### src/rtl/axi_wr_router.sv
// AXI4 write-slave front end: routes burst beats into per-channel FIFOs with per-channel index counters.
// Define WR_ROUTER_WLAST_CHECK_EN to flag bursts whose wlast disagrees with awlen as SLVERR.
module axi_wr_router #(
   parameter int DATA_W = 32,
   parameter int ID_W   = 4,
   parameter int NUM_CH = 2,
   parameter int IDX_W  = 10
) (
   input  logic                clk,
   input  logic                reset_n,
   input  logic [ID_W-1:0]     axs_s0_awid,
   input  logic [31:0]         axs_s0_awaddr,
   input  logic [7:0]          axs_s0_awlen,
   input  logic [2:0]          axs_s0_awsize,
   input  logic [1:0]          axs_s0_awburst,
   input  logic                axs_s0_awvalid,
   output logic                axs_s0_awready,
   input  logic [DATA_W-1:0]   axs_s0_wdata,
   input  logic [DATA_W/8-1:0] axs_s0_wstrb,
   input  logic                axs_s0_wlast,
   input  logic                axs_s0_wvalid,
   output logic                axs_s0_wready,
   output logic [ID_W-1:0]     axs_s0_bid,
   output logic [1:0]          axs_s0_bresp,
   output logic                axs_s0_bvalid,
   input  logic                axs_s0_bready,
   input  logic [NUM_CH-1:0]   ch_full,
   output logic [NUM_CH-1:0]   ch_clr,
   output logic [NUM_CH-1:0]   ch_push,
   output logic [DATA_W-1:0]   ch_wdata,
   output logic [DATA_W/8-1:0] ch_wstrb,
   output logic [IDX_W-1:0]    ch_index,
   output logic                ch_last
);

   typedef enum logic [1:0] {INIT, IDLE, DATA, RESP} state_t;

   localparam logic [4:0] NUM_CH_L = 5'(NUM_CH);

   state_t           state_q, state_d;
   logic [3:0]       sel_q, sel_d;
   logic             close_q, close_d;
   logic             mapped_q, mapped_d;
   logic             err_q, err_d;
   logic [ID_W-1:0]  id_q, id_d;
   logic [7:0]       cnt_q, cnt_d;
   logic [IDX_W-1:0] idx_q [NUM_CH];
   logic [IDX_W-1:0] idx_d [NUM_CH];

   logic             full_sel;
   logic [IDX_W-1:0] idx_sel;
   logic             beat;
   logic             last_beat;
   logic             unused_ok;

   assign unused_ok = ^{axs_s0_awaddr[31:8], axs_s0_awaddr[3:1], axs_s0_awsize,
                        axs_s0_awburst, axs_s0_wlast};

   always_comb begin
      full_sel = 1'b0;
      idx_sel  = '0;
      for (int i = 0; i < NUM_CH; i++) begin
         if (sel_q == 4'(i)) begin
            full_sel = ch_full[i];
            idx_sel  = idx_q[i];
         end
      end
   end

   // Error bursts drain freely since nothing is pushed for them.
   assign axs_s0_awready = (state_q == IDLE);
   assign axs_s0_wready  = (state_q == DATA) && (!mapped_q || !full_sel);
   assign beat           = axs_s0_wvalid && axs_s0_wready;
   assign last_beat      = beat && (cnt_q == 8'd0);

   assign axs_s0_bvalid = (state_q == RESP);
   assign axs_s0_bid    = axs_s0_bvalid ? id_q : '0;
   assign axs_s0_bresp  = axs_s0_bvalid ? {err_q, 1'b0} : 2'b00;

   assign ch_clr   = {NUM_CH{state_q == INIT}};
   assign ch_wdata = axs_s0_wdata;
   assign ch_wstrb = axs_s0_wstrb;
   assign ch_index = mapped_q ? idx_sel : '0;
   assign ch_last  = last_beat && close_q && mapped_q;

   always_comb begin
      ch_push = '0;
      for (int i = 0; i < NUM_CH; i++) begin
         ch_push[i] = beat && mapped_q && (sel_q == 4'(i));
      end
   end

   always_comb begin
      state_d  = state_q;
      sel_d    = sel_q;
      close_d  = close_q;
      mapped_d = mapped_q;
      err_d    = err_q;
      id_d     = id_q;
      cnt_d    = cnt_q;
      idx_d    = idx_q;
      case (state_q)
         INIT: state_d = IDLE;
         IDLE: begin
            if (axs_s0_awvalid) begin
               state_d  = DATA;
               sel_d    = axs_s0_awaddr[7:4];
               close_d  = axs_s0_awaddr[0];
               mapped_d = ({1'b0, axs_s0_awaddr[7:4]} < NUM_CH_L);
               err_d    = !({1'b0, axs_s0_awaddr[7:4]} < NUM_CH_L);
               id_d     = axs_s0_awid;
               cnt_d    = axs_s0_awlen;
            end
         end
         DATA: begin
            if (beat) begin
               cnt_d = cnt_q - 8'd1;
`ifdef WR_ROUTER_WLAST_CHECK_EN
               if (axs_s0_wlast != (cnt_q == 8'd0)) begin
                  err_d = 1'b1;
               end
`endif
            end
            if (last_beat) begin
               state_d = RESP;
               for (int i = 0; i < NUM_CH; i++) begin
                  if (close_q && mapped_q && (sel_q == 4'(i))) begin
                     idx_d[i] = idx_q[i] + IDX_W'(1);
                  end
               end
            end
         end
         RESP: begin
            if (axs_s0_bready) begin
               state_d = IDLE;
            end
         end
         default: state_d = INIT;
      endcase
   end

   always_ff @(posedge clk or negedge reset_n) begin
      if (!reset_n) begin
         state_q  <= INIT;
         sel_q    <= '0;
         close_q  <= 1'b0;
         mapped_q <= 1'b0;
         err_q    <= 1'b0;
         id_q     <= '0;
         cnt_q    <= '0;
         for (int i = 0; i < NUM_CH; i++) begin
            idx_q[i] <= '0;
         end
      end else begin
         state_q  <= state_d;
         sel_q    <= sel_d;
         close_q  <= close_d;
         mapped_q <= mapped_d;
         err_q    <= err_d;
         id_q     <= id_d;
         cnt_q    <= cnt_d;
         idx_q    <= idx_d;
      end
   end

endmodule

### config.mk
export PLATFORM = sky130hd
export DESIGN_NAME = axi_wr_router
export DESIGN_NICKNAME = d
export VERILOG_FILES = /design/src/rtl/axi_wr_router.sv
export SDC_FILE = /design/constraint.sdc
export NUM_CORES = 1
export LEC_CHECK = 0
export BUFFER_PORTS_ARGS = -buffer_cell sky130_fd_sc_hd__buf_2
export CAP_MARGIN = 10
export CORE_MARGIN = 4
export CORE_UTILIZATION = 48
export CTS_CLUSTER_SIZE = 30
export DETAILED_ROUTE_END_ITERATION = 6
export PLACE_DENSITY = 0.91
export RECOVER_POWER = 25
export SYNTH_ARGS = -nofsm -noshare
export SYNTH_HDL_FRONTEND = slang
export SYNTH_SLANG_ARGS = --single-unit
### constraint.sdc
create_clock -name clk -period 3.1 [get_ports clk]
set_input_delay 0.155 -clock clk [delete_from_list [all_inputs] [get_ports clk]]
set_output_delay 0.155 -clock clk [all_outputs]
set_load 0.05 [all_outputs]
==> results.py <==
metrics = {
    "power_and_ir_drop": {
        "swShare_pct": 43.1,
        "p_clk_share_pct": 18.2,
        "ir_drop_v": 0.000448,
        "switchingPower_mw": 0.970,
        "powerDensity_nw_per_um2": 801,
        "seq_power_share_pct": 37.5,
        "p_comb_share_pct": 44.3,
        "p_int_mw": 1.28,
        "leakage_nw": 1.35,
    },
    "sta": {
        "finalHoldViolations": 0,
        "setup_tns_ps": 0,
        "slew_violations": 0,
        "hold_slack_ps": 4.69,
        "timing.fmax_mhz": 395,
        "fin_worst_skew_ps": 2.90,
        "rsz0062_at_grt": "no",
        "min_period_ps": 2530,
        "setup_ws_ps": 567,
        "worst_slew_pin_slew_ps": 924,
        "min_period_over_period_pct": 81.7,
        "setup_violations": 0,
        "timing.slew.headroom_pct": 38.4,
    },
    "detailed_routing": {
        "wl_um": 5490,
        "viasPerCell": 5.57,
        "vias": 1961,
        "wl_per_cell_um": 15.6,
        "firstDrtPassIters": 5,
        "drc": 0,
        "drt-initial-drc-count": 213,
        "ant_nets": 0,
    },
    "synth": {
        "syn_avg_cell_area_um2": 9.79,
        "synthTopCellsByArea": "dfrtp_1 38%, buf_4 11%, xor2_1 5.9%, ha_1 4.2%, mux2_2 4.2%",
        "syn_inst": 274,
        "ys_ff_latch": 41,
        "yosys_warnings": 0,
        "ys_seq_area_share_pct": 38.2,
        "synth_edf_count": 0,
        "synth.distinct_cells": 47,
        "synthArstFlopShare_pct": 100,
        "syn_nets": 376,
        "synth_top_area_share_pct": 38.2,
        "yosys.area.top_type": "dfrtp_1",
        "netlist_area_um2": 2680,
        "synth_ff_type": "dfrtp_1",
    },
    "global_route": {
        "antenna_found_initial": 0,
        "gr-usage-all-layers_pct": 17.5,
        "grt_pass1_vias": 2050,
        "grt_pass1_wl_um": 9270,
        "grt_max_degree": 42,
        "grt_overflow_total": 0,
    },
    "final_layout": {
        "nets": 384,
        "fin_cells": 352,
        "drive_gt1_share_pct": 28.0,
        "area_growth_pct": 4.66,
        "utilization_pct": 53.3,
        "num-fill-cells": 467,
        "antenna_cells": 0,
    },
    "clocking": {
        "cts_setup_buffers": 0,
        "clk_path_buf_depth": 2,
        "clock-sinks": 41,
        "cts_resized": 0,
        "clk_latency_ps": 280,
        "clockRootBuffer": "clkbuf_8",
        "tritoncts": "yes",
        "cts_made_buffers": 5,
        "cts_max_level": 2,
        "hold_buffers": 0,
        "clk_pin_slew_worst_paths_ps": 80,
    },
    "floorplanning": {
        "core_um2": 5270,
        "chipWidth_um": 82.8,
        "rows": 26,
        "start_util_pct": 50.9,
        "die_area_um2": 6850,
        "die_h_um": 82.8,
        "pin_count": 153,
    },
    "worst_hold_path": {
        "hold_class": "primary input to async pin",
    },
    "place": {
        "dp.cells": 345,
        "place_ws_ps": 760,
        "portBuffers": 46,
        "gp_congestion": 0.855,
        "dp_hpwl_um": 4070,
    },
    "critical_path": {
        "start_kind": "register",
        "required_ps": 2940,
        "cp.arrival_ps": 2380,
        "crit_type": "register to primary output",
        "path_max_fanout": 19,
        "cp-end-kind": "primary output",
    },
    "run_status": {
        "status": "finished, final reports clean",
    },
    "flow_run": {
        "drv_cap": 0,
    },
}
power groups by stage:
stage	Clock, mW	Combinational (mW)	Sequential [mW]
finish	0.410	0.996	0.843
global route	0.444	1.09	0.866
CTS	0.416	0.998	0.842
detailed placement	0	0.990	0.852
global placement	0	0.956	0.834
floorplan	0	0.947	0.784
routing by layer:
metal | share of wire [%] | track usage [%] | vias to the layer above
li1 | - | - | 940
met4 | 1.9 | 7.03 | 0
met3 | 5.4 | 3.24 | 16
met2 | 52 | 30.8 | 66
met1 | 40 | 20.9 | 939
met5 | 0 | 0 | -
stage by stage:
step	power, mW	instance area [um^2]
floorplan	1.73	2680
global placement	1.79	2710
detailed placement	1.84	2710
CTS	2.26	2810
global route	2.40	2810
finish	2.25	2810
flip-flops by register name, indices dropped and copies added (netlist names):
signal    cells
idx_q        20
cnt_q         8
id_q          4
sel_q         4
state_q       2
close_q       1
err_q         1
mapped_q      1
placed cells by master, fill, tap and decap left out, types with 3 or more instances in the layout:
master / n
nor4_1: 3
and2_1: 5
nand3_1: 3
o22a_1: 4
nand4_1: 8
o22ai_1: 3
mux2i_1: 6
a22oi_1: 9
buf_2: 46
dfrtp_1: 41
ha_1: 9
mux2_2: 10
clkbuf_8: 5
nor2_1: 10
o211ai_1: 3
o21ai_0: 5
buf_4: 3
xor2_1: 18
nand2_1: 18
nor3_1: 18
a21oi_1: 5
inv_1: 10
nor2b_1: 9
cells by family after synthesis:
| family | Yosys count | synth area share, % |
|---|---|---|
| flip-flops | 41 | 38.2 |
| multiplexers | 19 | 8.07 |
| buffers and inverters | 58 | 13.8 |
| AND/OR/NAND/NOR | 87 | 18.1 |
| adder cells (fa/ha/maj) | 9 | 4.20 |
| other | 1 | 0.140 |
| AO/OA/AOI/OAI | 41 | 11.6 |
| XOR/XNOR | 18 | 5.87 |
final timing paths:
check / depth (start not counted) / from / slack (ps) / to
max: 4 / mapped_q / 570 / ch_last
min: 1 / reset_n / 5 / idx_q[9]
max reg2reg: 4 / mapped_q / 750 / idx_q[11]
min reg2reg: 1 / idx_q[9] / 480 / idx_q[9]
max in group asynchronous: 1 / reset_n / 2520 / cnt_q[7]
min in group clk: 2 / axs_s0_awaddr[4] / 100 / sel_q[0]
worst max-delay path: stages, from the launching register on:
cell	delay, ps
dfrtp_1	560
or4b_1	660
o2111ai_4	580
inv_1	70
buf_2	230
synth_stat cells (2+ instances only):
cell type,instances
dfrtp_1,41
nand2b_1,2
mux2_2,10
and2_1,5
nand4_1,8
nor4_1,4
and3_1,2
nor2b_1,9
nand2_1,18
xor2_1,18
a21oi_1,5
a21o_1,2
nor2_1,10
clkbuf_1,8
o211ai_1,3
o22a_1,4
nor2_2,2
a22oi_1,9
ha_1,9
nand3_1,3
o21ai_0,5
mux2i_1,6
nor3_1,18
buf_4,38
mux2_4,2
inv_1,10
o22ai_1,3
layout make-up:
type	instances	area, um^2	share of cell area [%]
repair buffers	49	253	9.00
inverters	10	37.5	1.34
well taps	70	87.6	3.12
flip-flops and latches	41	1030	36.5
clock buffers	5	68.8	2.45
clock inverters	2	35.0	1.25
multi-input cells	175	1300	46.3
Note: power is estimated with default switching activity, not from simulation.
